**src/rtl/cordic_shift_sequencer.sv**
```systemverilog
// CORDIC iteration sequencer: holds the working x/y/z, walks the per-mode shift
// schedule and hands operands plus arithmetic-shifted cross terms to the calculators.
module cordic_shift_sequencer #(
   parameter int WIDTH      = 32,
   parameter int ITERATIONS = 16
) (
   input  logic             clock,
   input  logic             reset,
   input  logic             start,
   input  logic [1:0]       mode_in,
   input  logic [WIDTH-1:0] x_in,
   input  logic [WIDTH-1:0] y_in,
   input  logic [WIDTH-1:0] z_in,
   input  logic [WIDTH-1:0] x_next,
   input  logic [WIDTH-1:0] y_next,
   input  logic [WIDTH-1:0] z_next,
   output logic [WIDTH-1:0] x_cur,
   output logic [WIDTH-1:0] y_cur,
   output logic [WIDTH-1:0] angle,
   output logic [1:0]       mode,
   output logic [WIDTH-1:0] x_shift,
   output logic [WIDTH-1:0] y_shift,
   output logic [5:0]       iter,
   output logic             busy,
   output logic             done
);

   localparam logic [1:0] CIRCULAR   = 2'b00;
   localparam logic [1:0] LINEAR     = 2'b01;
   localparam logic [1:0] HYPERBOLIC = 2'b10;

   localparam logic [5:0] LAST_CL  = 6'(ITERATIONS - 1);
   localparam logic [5:0] LAST_HYP = 6'(ITERATIONS);

   typedef enum logic [1:0] {S_IDLE, S_ISSUE, S_CAPTURE, S_DONE} state_t;

   state_t           state_q, state_d;
   logic [WIDTH-1:0] x_q, x_d;
   logic [WIDTH-1:0] y_q, y_d;
   logic [WIDTH-1:0] z_q, z_d;
   logic [1:0]       mode_q, mode_d;
   logic [5:0]       iter_q, iter_d;
   logic             rep_q, rep_d;
   logic             busy_q, busy_d;
   logic             done_q, done_d;
   logic [1:0]       mode_sel;

   // Shift amounts at or beyond the word width collapse to pure sign fill.
   function automatic logic [WIDTH-1:0] shift_ar(input logic [WIDTH-1:0] v,
                                                 input logic [5:0]       sh);
      logic signed [WIDTH-1:0] sv;
      sv = signed'(v);
      if (int'(sh) >= WIDTH) return {WIDTH{v[WIDTH-1]}};
      return sv >>> sh;
   endfunction

   function automatic logic [1:0] norm_mode(input logic [1:0] m);
      case (m)
         CIRCULAR:   return CIRCULAR;
         HYPERBOLIC: return HYPERBOLIC;
         default:    return LINEAR;
      endcase
   endfunction

   function automatic logic is_repeat(input logic [5:0] it);
      return (it == 6'd4) || (it == 6'd13) || (it == 6'd40);
   endfunction

   assign mode_sel = norm_mode(mode_in);

   always_comb begin
      state_d = state_q;
      x_d     = x_q;
      y_d     = y_q;
      z_d     = z_q;
      mode_d  = mode_q;
      iter_d  = iter_q;
      rep_d   = rep_q;
      busy_d  = busy_q;
      done_d  = 1'b0;
      case (state_q)
         S_IDLE: begin
            if (start) begin
               x_d     = x_in;
               y_d     = y_in;
               z_d     = z_in;
               mode_d  = mode_sel;
               iter_d  = (mode_sel == HYPERBOLIC) ? 6'd1 : 6'd0;
               rep_d   = 1'b0;
               busy_d  = 1'b1;
               state_d = S_ISSUE;
            end
         end
         S_ISSUE: state_d = S_CAPTURE;
         S_CAPTURE: begin
            x_d     = x_next;
            y_d     = y_next;
            z_d     = z_next;
            state_d = S_ISSUE;
            if (mode_q == HYPERBOLIC) begin
               if (iter_q == LAST_HYP) begin
                  state_d = S_DONE;
                  done_d  = 1'b1;
               end else if (is_repeat(iter_q) && !rep_q) begin
                  rep_d = 1'b1;
               end else begin
                  iter_d = iter_q + 6'd1;
                  rep_d  = 1'b0;
               end
            end else if (iter_q == LAST_CL) begin
               state_d = S_DONE;
               done_d  = 1'b1;
            end else begin
               iter_d = iter_q + 6'd1;
            end
         end
         S_DONE: begin
            busy_d  = 1'b0;
            state_d = S_IDLE;
         end
         default: state_d = S_IDLE;
      endcase
   end

   always_ff @(posedge clock or posedge reset) begin
      if (reset) begin
         state_q <= S_IDLE;
         x_q     <= '0;
         y_q     <= '0;
         z_q     <= '0;
         mode_q  <= CIRCULAR;
         iter_q  <= '0;
         rep_q   <= 1'b0;
         busy_q  <= 1'b0;
         done_q  <= 1'b0;
      end else begin
         state_q <= state_d;
         x_q     <= x_d;
         y_q     <= y_d;
         z_q     <= z_d;
         mode_q  <= mode_d;
         iter_q  <= iter_d;
         rep_q   <= rep_d;
         busy_q  <= busy_d;
         done_q  <= done_d;
      end
   end

   assign x_cur   = x_q;
   assign y_cur   = y_q;
   assign angle   = z_q;
   assign mode    = mode_q;
   assign iter    = iter_q;
   assign busy    = busy_q;
   assign done    = done_q;
   assign x_shift = shift_ar(x_q, iter_q);
   assign y_shift = shift_ar(y_q, iter_q);

endmodule

```
**config.mk**
```make
export PLATFORM = sky130hd
export DESIGN_NAME = cordic_shift_sequencer
export DESIGN_NICKNAME = d
export VERILOG_FILES = /design/src/rtl/cordic_shift_sequencer.sv
export SDC_FILE = /design/constraint.sdc
export NUM_CORES = 1
export LEC_CHECK = 0
export CORE_MARGIN = 2
export CORE_UTILIZATION = 40
export DETAILED_ROUTE_END_ITERATION = 12
export MAX_ROUTING_LAYER = met4
export PLACE_DENSITY = 0.81
export SETUP_SLACK_MARGIN = 0.05
export SYNTH_ARGS = -nofsm -noshare
export SYNTH_HDL_FRONTEND = slang
export SYNTH_SLANG_ARGS = --single-unit
```
**constraint.sdc**
```tcl
create_clock -name clock -period 3.25 [get_ports clock]
set_input_delay 0.4875 -clock clock [delete_from_list [all_inputs] [get_ports clock]]
set_output_delay 0.4875 -clock clock [all_outputs]
set_load 0.05 [all_outputs]
```
# == After elaboration in Yosys (flattened, before gate mapping) ==
# Cells that the tools add are included.
# totals
elab_cells,78
ff_bits,109
out_inout_bits,170
inputBits,197
# classes
mux,35
add_sub_neg,1
n_shift,2
n_reduce_logical,13
order_cmp,1
n_eq_ne,17
# op_table
operator,count
32-bit two-way mux,7
32-bit one-hot mux with 2 select lines,3
32-bit by 6-bit >>> shifter with 32-bit output,2
6-bit two-way mux,5
"6-bit by 4-bit equality test with 1-bit output, second input constant",2
6-bit one-hot mux with 2 select lines,1
1-bit two-way mux,11
"2-bit equality test, second input constant",5
"3-bit != test, second input constant",3
2-bit two-way mux,4
2-bit one-hot mux with 4 select lines,1
"6-bit by 1-bit adder with 6-bit output, second input constant",1
"6-bit by 3-bit equality test with 1-bit output, second input constant",1
"6-bit by 5-bit equality test with 1-bit output, second input constant",1
"6-bit equality test, second input constant",1
"6-bit >= comparator, second input constant",1
"2-bit != test, second input constant",3
2-bit AND reduction,3
5-bit AND reduction,1
2-bit logical NOT,2
1-bit one-hot mux with 2 select lines,2
2-bit one-hot mux with 2 select lines,1
4-bit AND reduction,1
2-bit nonzero test,2
other kinds (4),5

# == Longest topological paths before layout ==
# logic_depth
depth_word,8
mapped_depth,10
mapped_depth_nobuf,7

# == Least setup slack after synthesis ==
# OpenSTA, ideal clock, no wires.
# synth_timing
path_type,register -> output
start,"reg iter_q[0], in the netlist iter[0]"
end,out y_shift[2]
arrival_ns,3.095
t_required_ns,2.762
path_stages_with_launch,7
n_path_buf,3
setup_slack_ns,-0.332
path_cell_list,dfrtp_1 buf_4 buf_6 buf_4 o21ai_0 mux4_2 a211oi_1
# synth_between
elab_chain_cells,3
# synth_lines
element,line,rtl
from (decl),42,"logic [5:0] iter_q, iter_d;"
from (signal assigned),142,iter_q <= iter_d;
6-bit >= comparator,53,if (int'(sh) >= WIDTH) return {WIDTH{v[WIDTH-1]}};
1-bit two-way mux,53,
32-bit two-way mux (*),54,return sv >>> sh;
to (decl),22,"output logic [WIDTH-1:0] y_shift,"
# Every way passes the cells marked *; elsewhere a longest branch is shown, timed or not.

# == Worst setup path after layout ==
# layout_timing
start,"reg iter_q[1], in the netlist iter[1]"
end,out x_shift[2]
# layout_between
elab_chain_cells,3
# layout_lines
element,line,rtl
6-bit >= comparator,53,
1-bit two-way mux,53,
32-bit two-way mux (*),54,
to (decl),21,"output logic [WIDTH-1:0] x_shift,"
# Marked as above.

==> metrics <==
cells along the critical path buf_12, mux2i_1, mux2_4, mux4_2, a211oi_4, buf_12; final setup vio count 0; worst reg2reg path endpoint iter[0]; worst hold start angle[17]; WL met2 17100 µm; Maximum Capacitance Violations 0; Syn Inst Count between 900 and 1000; Die Height between 150 and 200 µm; CP Capture Type output pin; Final Hold Viols 0; clock buffer depth 2; Die W 155.3 µm; FF-to-FF path depth 9; final period utilization 0.9823; Post-synth EDFFs 0; Worst path depth 6; # DRC 0; most common cell in the netlist nand2_1; Tmin final about 3.2 ns; Synth top area share 0.2979; Rel. slew slack 0.5097; most used cell, CP buf_12; RSZ-0062 raised after global routing true; root buffer cell clkbuf_16; clk_lat worst skew about 0.36 ns; number of synthesized register bits around 110; syn_nets between 1000 and 1500; Reg-to-Reg Start iter[0]; core area approximately 23000 µm²; delay-heaviest family, CP multiplexers; Post-Route M1 WL 14440 µm; Num CTS Buffers 9; max-slew violations 0; Via density 5.892; routed length per instance ~22 µm; element type at the critical path start register; CTS tree done; Worst R2R Setup Slack ~0.7 ns; Pre-antenna DRT Iters 5; WHS Path Cells 2; Ant. Diodes 0; CP max stage delay around 0.60 ns; vias in the first global route 9447; I/O Pins 367; Worst Hold Path EP angle[17]; Syn Area/Cell 9.249 µm²; Worst Setup Path Type register to output pin; ranking of synthesized cells by area dfrtp_1 (30%), mux2i_1 (18%), mux4_2 (15%); Worst path slowest cell dfrtp_4; final net count 1534; Worst Skew around 0.012 ns; Sink Count roughly 110; Netlist cell types 54; DR top layer met4; drt initial violations 761; CP max FO 18; layout overhead on the synthesized area 56.42%; measured slew at the worst slew-check pin 0.7354 ns; Min-Delay Path Class register to register; DR WL met3 between 3000 and 4000 µm; WL final 35600 µm; post-synthesis sequential area ratio 0.2979; Mapped Area about 9000 µm²; area leader, netlist dfrtp_1; Starting Density 0.4057; clock-pin slew on the worst setup and hold paths about 0.080 ns; final setup TNS 0 ns; fmax roughly 310 MHz; WP buf/inv 2; commonest cells in the synthesized netlist nand2_1 (197), mux2i_1 (166), o21ai_0 (140); global-route congestion overflow total 0; first-pass GRT wire length roughly 54000 µm; vias post-DR 9568; Post-DP HPWL 27270 µm; outcome finished clean; critical path data required time 2.76 ns; layout cell share with drive strength beyond 1 0.1912; Top FF cell, synth dfrtp_1; Port Buffers about 370; async set-reset flop share out of synthesis 1.000; Placer Congestion approximately 0.98; ANT nets after route 0; die area between 20000 and 25000 µm²; CP Launch Point iter[1]; std cell rows 55; total global-route track usage 0.3006; H-Tree Depth 3; largest net degree at the start of global routing ~190; initial antenna violation count 0; Yosys warning total 0; critical path arrival 2.71 ns
-- registers in the layout (all words and copies together) (netlist names) --
signal,cells
angle,32
x_cur,32
y_cur,32
iter,6
mode,2
state_q,2
busy,1
done,1
rep_q,1
-- how the worst max path moves through the flow --
stage / to / slack [ns]
final: x_shift[2] / 0.06
after global routing: x_shift[2] / 0.01
after CTS: x_shift[2] / 0.02
after detailed placement: x_shift[7] / 0.19
after global placement: x_shift[7] / 0.24
after floorplan: x_shift[17] / 0.02
-- cell usage in the layout, fill, tap and decap left out, types with 20 or more instances in the layout --
cell	instances
mux2_2	20
dfrtp_1	105
a21oi_1	29
buf_4	45
mux2i_1	163
mux4_2	60
clkdlybuf4s50_1	304
buf_12	68
o21ai_0	124
nor2_1	44
nand2_1	197
-- logic make-up (layout without fill, tap and decap cells) --
kind of cell             Yosys count  in the layout  synth area share
AND/OR/NAND/NOR                  291            291            0.1319
multiplexers                     248            248            0.3569
flip-flops                       109            109            0.2979
AO/OA/AOI/OAI                    237            237            0.1540
adder cells (fa/ha/maj)            3              3          0.004100
buffers and inverters            102            451           0.05521
-- layout make-up --
| cell class | instances | area, µm² |
|---|---|---|
| inverter | 14 | 63.81 |
| clock buffer | 10 | 239.0 |
| timing repair buffer | 421 | 4795 |
| tap | 285 | 356.6 |
| fill | 1835 | 8249 |
| multi-input combinational | 779 | 6066 |
| sequential | 109 | 2740 |
| clock inverter | 6 | 62.56 |
-- worst register-to-register path, cell delays in order, from the launching register on --
cell      delay, ns
dfrtp_4        0.46
buf_8          0.19
inv_6          0.12
buf_12         0.17
ha_1           0.21
nand2b_1       0.12
nor4_1         0.09
o31ai_2        0.51
nand3b_1       0.20
a221o_1        0.39
-- through the flow --
| stage | area (µm²) | util | instances | hold slack [ns] | worst slack (ns) |
|---|---|---|---|---|---|
| 2_1_floorplan | 9243 | - | 990 | 0.4718 | 0.01740 |
| 3_3_place_gp | 13840 | 0.6131 | 1596 | 0.4597 | 0.2448 |
| 3_5_place_dp | 13840 | 0.6131 | 1596 | 0.4679 | 0.1942 |
| 4_1_cts | 14210 | 0.6298 | 1616 | 0.4882 | 0.02195 |
| 5_1_grt | 14320 | 0.6345 | 1624 | 0.5074 | 0.009597 |
| 6_report | 14320 | 0.6345 | 1624 | 0.4831 | 0.05740 |
-- per-layer routing --
layer,vias up,global-route usage
met1,4590,0.3898
met2,574,0.4787
met3,61,0.06212
met4,0,0.08956
li1,4343,-
met5,-,-
-- timing repair --
item,4_1_cts,5_1_grt
endpoints found under the setup margin,39,30
buffers inserted,4,8
hold buffers,0,0
gates resized for setup,7,10
gates cloned,0,0
pin swaps,0,1
Power is left out: the tool's default activity adds up to more than one toggle a clock period on the data nets, which glitch-free logic cannot reach.
